File: src/rtl/gfx_pkg.sv
// Shared display-pipeline definitions: source scheduler states and defaults.
package gfx_pkg;

  typedef enum logic [1:0] {
    ST_IDLE   = 2'd0,
    ST_CLEAR  = 2'd1,
    ST_SETTLE = 2'd2,
    ST_RUN    = 2'd3
  } gfx_state_e;

  localparam int unsigned GFX_SETTLE_CYCLES = 8;

endpackage

File: src/rtl/gfx_settle_timer.sv
// Down-counter that times the quiet gap between a finished clear and ADC grant.
module gfx_settle_timer
  import gfx_pkg::*;
#(
  parameter int unsigned SETTLE_CYCLES = GFX_SETTLE_CYCLES
) (
  input  logic clk,
  input  logic rst_n,
  input  logic load,
  input  logic dec,
  output logic last
);

  // A zero-cycle build still needs a legal one-bit counter; it is never loaded usefully.
  localparam int unsigned CW = (SETTLE_CYCLES > 0) ? $clog2(SETTLE_CYCLES + 1) : 1;

  logic [CW-1:0] count;

  // Load the settle length on entry, then count down while settling.
  always_ff @(posedge clk or negedge rst_n) begin
    if (!rst_n) begin
      count <= '0;
    end else if (load) begin
      count <= CW'(SETTLE_CYCLES);
    end else if (dec && (count != '0)) begin
      count <= count - CW'(1);
    end
  end

  assign last = (count == CW'(1));

endmodule

File: src/rtl/gfx_src_sched.sv
// Grants the output pixel stream to the clear generator after reset or on request,
// then to the ADC source once the clear has settled.
module gfx_src_sched
  import gfx_pkg::*;
#(
  parameter int unsigned FB_X_BITS     = 10,
  parameter int unsigned FB_Y_BITS     = 9,
  parameter int unsigned PIXEL_BITS    = 12,
  parameter int unsigned SETTLE_CYCLES = GFX_SETTLE_CYCLES
) (
  input  logic                  axi_clk,
  input  logic                  axi_resetn,
  input  logic                  clear_req,
  output logic                  clr_start,
  input  logic                  clr_tvalid,
  output logic                  clr_tready,
  input  logic                  clr_tlast,
  input  logic [FB_X_BITS-1:0]  clr_x,
  input  logic [FB_Y_BITS-1:0]  clr_y,
  input  logic [PIXEL_BITS-1:0] clr_color,
  input  logic                  adc_tvalid,
  output logic                  adc_tready,
  input  logic [FB_X_BITS-1:0]  adc_x,
  input  logic [FB_Y_BITS-1:0]  adc_y,
  input  logic [PIXEL_BITS-1:0] adc_color,
  output logic                  m_tvalid,
  input  logic                  m_tready,
  output logic [FB_X_BITS-1:0]  m_x,
  output logic [FB_Y_BITS-1:0]  m_y,
  output logic [PIXEL_BITS-1:0] m_color,
  output logic                  adc_enable,
  output logic                  vga_enable,
  output logic                  busy
);

  gfx_state_e state, state_nxt;
  logic       pending;
  logic       entering_clear;
  logic       entering_settle;
  logic       entering_run;
  logic       settle_last;

  gfx_settle_timer #(
    .SETTLE_CYCLES (SETTLE_CYCLES)
  ) u_settle (
    .clk   (axi_clk),
    .rst_n (axi_resetn),
    .load  (entering_settle),
    .dec   (state == ST_SETTLE),
    .last  (settle_last)
  );

  // State register.
  always_ff @(posedge axi_clk or negedge axi_resetn) begin
    if (!axi_resetn) begin
      state <= ST_IDLE;
    end else begin
      state <= state_nxt;
    end
  end

  // Next-state selection; RUN only leaves for a clear once no offered ADC beat is stalled.
  always_comb begin
    state_nxt = state;
    unique case (state)
      ST_IDLE:   state_nxt = ST_CLEAR;
      ST_CLEAR:  if (clr_tvalid && m_tready && clr_tlast)
                   state_nxt = (SETTLE_CYCLES == 0) ? ST_RUN : ST_SETTLE;
      ST_SETTLE: if (settle_last) state_nxt = ST_RUN;
      ST_RUN:    if (pending && (!adc_tvalid || m_tready)) state_nxt = ST_CLEAR;
      default:   state_nxt = ST_IDLE;
    endcase
  end

  assign entering_clear  = (state_nxt == ST_CLEAR)  && (state != ST_CLEAR);
  assign entering_settle = (state_nxt == ST_SETTLE) && (state != ST_SETTLE);
  assign entering_run    = (state_nxt == ST_RUN)    && (state != ST_RUN);

  // Sticky clear request; a request coinciding with a CLEAR entry is absorbed by it.
  always_ff @(posedge axi_clk or negedge axi_resetn) begin
    if (!axi_resetn) begin
      pending <= 1'b0;
    end else begin
      pending <= (pending || clear_req) && !entering_clear;
    end
  end

  // Registered status flags derived from the upcoming state.
  always_ff @(posedge axi_clk or negedge axi_resetn) begin
    if (!axi_resetn) begin
      clr_start  <= 1'b0;
      adc_enable <= 1'b0;
      vga_enable <= 1'b0;
    end else begin
      clr_start  <= entering_clear;
      adc_enable <= (state_nxt == ST_RUN);
      if (entering_run) vga_enable <= 1'b1;
    end
  end

  assign busy = (state != ST_RUN);

  // Zero-latency source mux keyed on the registered state; the idle source sees ready low.
  always_comb begin
    m_tvalid   = 1'b0;
    m_x        = '0;
    m_y        = '0;
    m_color    = '0;
    clr_tready = 1'b0;
    adc_tready = 1'b0;
    unique case (state)
      ST_CLEAR: begin
        m_tvalid   = clr_tvalid;
        m_x        = clr_x;
        m_y        = clr_y;
        m_color    = clr_color;
        clr_tready = m_tready;
      end
      ST_RUN: begin
        m_tvalid   = adc_tvalid;
        m_x        = adc_x;
        m_y        = adc_y;
        m_color    = adc_color;
        adc_tready = m_tready;
      end
      default: ;
    endcase
  end

endmodule

File: config.mk
export PLATFORM = sky130hd
export DESIGN_NAME = gfx_src_sched
export DESIGN_NICKNAME = d
export VERILOG_FILES = /design/src/rtl/gfx_pkg.sv /design/src/rtl/gfx_settle_timer.sv /design/src/rtl/gfx_src_sched.sv
export SDC_FILE = /design/constraint.sdc
export NUM_CORES = 1
export LEC_CHECK = 0
export ABC_AREA = 1
export CAP_MARGIN = 25
export CELL_PAD_IN_SITES_DETAIL_PLACEMENT = 2
export CELL_PAD_IN_SITES_GLOBAL_PLACEMENT = 2
export CORE_MARGIN = 2
export CORE_UTILIZATION = 24
export DETAILED_ROUTE_END_ITERATION = 7
export DONT_BUFFER_PORTS = 1
export PLACE_DENSITY = 0.81
export SLEW_MARGIN = 25
export SYNTH_ARGS = -nofsm -noshare
export SYNTH_HDL_FRONTEND = slang
export SYNTH_SLANG_ARGS = --single-unit
File: constraint.sdc
create_clock -name axi_clk -period 1 [get_ports axi_clk]
set_input_delay 0.1 -clock axi_clk [delete_from_list [all_inputs] [get_ports axi_clk]]
set_output_delay 0.1 -clock axi_clk [all_outputs]
set_load 0.02 [all_outputs]
==> key figures <==
Setup path
  • Type of element launching the critical path: flop
  • Highest cell delay on the worst timing path: 0.38 ns
  • Reg-to-reg critical path endpoint: adc_enable
  • Arrival @ worst endpoint: 1.25 ns
  • Critical path launch point: state[1]
  • Critical R2R Launch: state[1]
  • Length in cells of the worst reg-to-reg path: 6
  • Cell with the largest stage delay on the worst path: dfrtp_1
  • Data required, critical path: 0.90 ns
  • Reg-to-reg slack, setup: -0.23 ns
  • Cell-by-cell listing of the critical path: buf_6 -> nor2_8 -> buf_6 -> nand2_1 -> nand2_2
  • Worst setup path endpoint: m_x[9]
  • Endpoint class of the critical path: primary output
  • Worst Path Max Fanout: 8
  • Critical path's most frequent cell: buf_6
  • Type of the worst setup path: reg -> out

CTS
  • Clock-pin slew of the registers on the worst-case setup and hold paths: 0.05 ns
  • TritonCTS clock tree: done
  • Clock Sinks: 10
  • Insertion delay to the later sink of the worst-skew pair: 0.24 ns
  • CTS H-tree depth: 1
  • Master cell of the clock root buffer: clkbuf_8
  • Maximum buffer depth of the clock tree: 2
  • Number of buffers added by the clock tree synthesis step: 3

Floorplan
  • Number of standard-cell rows in the floorplan: 23
  • Initial core utilization: 25.4%
  • Die footprint: between 4000 and 5000 um^2
  • Core ar.: 4090 um^2
  • Chip Width: around 70 um
  • Chip Height: between 60 and 70 um
  • Number of top-level pins: ~110

Global routing
  • Maximum number of pins on one net before global-route repair: 17
  • Wire length of the first global-routing pass: 6820 um
  • Global Route met1 Usage: 16.5%
  • Met2 Track Usage GR: 35.7%
  • Busiest layer in global routing: met2
  • Total global-route track usage: about 17%
  • Via count of the first global-routing pass: roughly 1300
  • Antenna violations before repair: 0
  • Grt total ovfl: 0
  • GR Layer Usage met3: 4.07%

Timing
  • Final setup vio count: 44
  • Slew margin rel.: 67.1%
  • Endpoints failing hold: 0
  • Max Slew Vio Count: 0
  • Final worst-path setup slack: -0.349 ns
  • Setup repair after global routing missed its margin: true
  • Final hold slack: a little over 0.04 ns
  • Max Fclk: 741 MHz
  • Aggregate negative setup slack: -12.89 ns
  • Clock period minus worst slack: 1.35 ns
  • Worst setup skew after layout: 0.00264 ns
  • Final period utilization: 135%
  • Actual transition at the worst max-transition pin: approximately 0.49 ns

Drt
  • Routed length per placed instance: 17.5 um
  • Routed WL: 4070 um
  • Vias: 1173
  • DRC violation count after routing: 0
  • First-pass iteration count of the detailed router: 4
  • Drt initial violations: 13
  • Average vias per placed instance: 5.03
  • Number of nets still failing antenna checks after routing: 0

Placed design
  • Number of buffers inserted by port buffering: 0
  • Total half-perimeter wirelength after legalization and detailed placement: 3480 um
  • Final weighted congestion of routability-driven global placement: 0.722
  • Worst slack at placement: -0.193 ns

Power
  • Fraction of power spent switching nets: 53.8%
  • Internal power: approximately 1.9 mW
  • Sequential power share: 17.2%
  • Peak VDD IR: 0.794 mV
  • Leak: 0.748 nW
  • Pwr Density: between 2000 and 3000 nW/um^2
  • Net switching power figure: ~2.2 mW
  • Power share of the clock group: 12.7%
  • Combinational cell fraction of total power: between 70% and 80%

Layout
  • Final nets: 256
  • Number of antenna cells inserted: 0
  • Commonest cells after routing, fill and taps aside: 39 x nand2_2, 34 x nand3_1, 31 x nand2_1, 16 x buf_4
  • Area growth from synthesis to layout: 43.0%
  • Leading cell type in the layout, fill and taps excluded: nand2_2
  • Share of post-route cells with drive strength above 1: 50.3%

Logic synthesis
  • Synthesized instance count: 168
  • Cell type with the highest aggregate area in the netlist: nand2_1
  • Post-synthesis cell area: between 1000 and 1500 um^2
  • Largest cells by area after synthesis: nand2_1 28%, dfrtp_1 24%, nand3_1 19%, buf_6 5.4%, nor2_8 3.9%
  • Most common flop cell mapped by yosys: dfrtp_1
  • Fraction of registers with async set or reset after synthesis: 100%
  • Number of library cell types mapped by synthesis: 18
  • Number of synthesized register bits: 10
  • Avg Cell Area, Syn: 6.17 um^2
  • Yosys top cell area share: 27.9%
  • Sequential area share after synthesis: around a quarter
  • Net count after synthesis: 240
  • Number of enable-type register cells in the synthesized netlist: 0
  • Count of yosys warnings during synthesis: 0

Worst hold path
  • Class of the worst hold path: in -> reg

Run status
  • Result of the run: finished, violations left
  • Violated checks: setup timing

Run
  • Number of violations of the max-capacitance limit: 0
[worst max-delay path: cells and delay by family (launching register included)]
kind | cells | cell delay, ns
DFF | 1 | 0.38
and+or+nand+nor | 3 | 0.32
buffers and inverters | 2 | 0.30
[power by group through the flow]
stage / clock network, mW / registers (mW) / logic [mW]
global placement: 0 / 0.686 / 2.35
global route: 0.541 / 0.717 / 3.11
CTS: 0.527 / 0.693 / 2.79
finish: 0.509 / 0.693 / 2.82
floorplan: 0 / 0.671 / 1.98
detailed placement: 0 / 0.702 / 2.50
[how the worst min path moves through the flow]
stage	to	cells past startpoint	start	slack, ns
4_1_cts	pending	2	clear_req	0.05
5_1_grt	pending	2	clear_req	0.04
2_1_floorplan	adc_enable	0	axi_resetn	-0.20
3_5_place_dp	u_settle.count[2]	0	axi_resetn	-0.20
6_report	pending	2	clear_req	0.04
3_3_place_gp	adc_enable	0	axi_resetn	-0.20
[flip-flops by register name (all words and copies together) (netlist names)]
name,cells
adc_enable,1
vga_enable,1
pending,1
clr_start,1
state,2
u_settle.count,4
[area by class of cell]
class	instances	area (um^2)
flip-flops and latches	10	251
repair buffers	22	195
clock buffers	4	55.1
inverters	11	46.3
well taps	50	62.6
multi-input cells	136	871
fillers	499	2610
[routing by layer]
layer  routed length [um]  up-vias
met5                    0        -
met4                   62        0
met3                  309        6
met2                 2370       53
met1                 1320      548
li1                     -      566
[Yosys cell counts (2+ instances only)]
master and number:
nor2_8 2, nand2_2 2, clkbuf_1 2, buf_6 5, nand3_1 39, buf_2 4, nor2_1 7, nand2_1 77
ha_1 3, inv_4 2, dfrtp_1 10, inv_1 9
[cells by family (layout without fill, tap and decap cells)]
family	count (synthesis)	in the layout	share of synthesized area [%]
buf+inv	22	37	12.6
xor+xnor	1	1	0.846
flops	10	10	24.2
simple gates	130	130	57.6
compound gates	2	2	1.21
fa+ha+maj	3	3	3.62
[what timing repair did]
item,4_1_cts,5_1_grt
buffers inserted,3,0
gates resized for setup,27,9
pin swaps,5,1
hold buffers,1,0
endpoints found under the hold margin,10,0
setup endpoints to repair,45,45
[metrics by stage]
| step | area [um^2] | total power, mW | utilization, % | std cells |
|---|---|---|---|---|
| 2_1_floorplan | 1140 | 2.65 | - | 168 |
| 3_3_place_gp | 1260 | 3.04 | 30.9 | 225 |
| 3_5_place_dp | 1260 | 3.21 | 30.9 | 225 |
| 4_1_cts | 1450 | 4.01 | 35.5 | 233 |
| 5_1_grt | 1480 | 4.36 | 36.3 | 233 |
| 6_report | 1480 | 4.03 | 36.3 | 233 |
(Power assumes the default switching activity.)
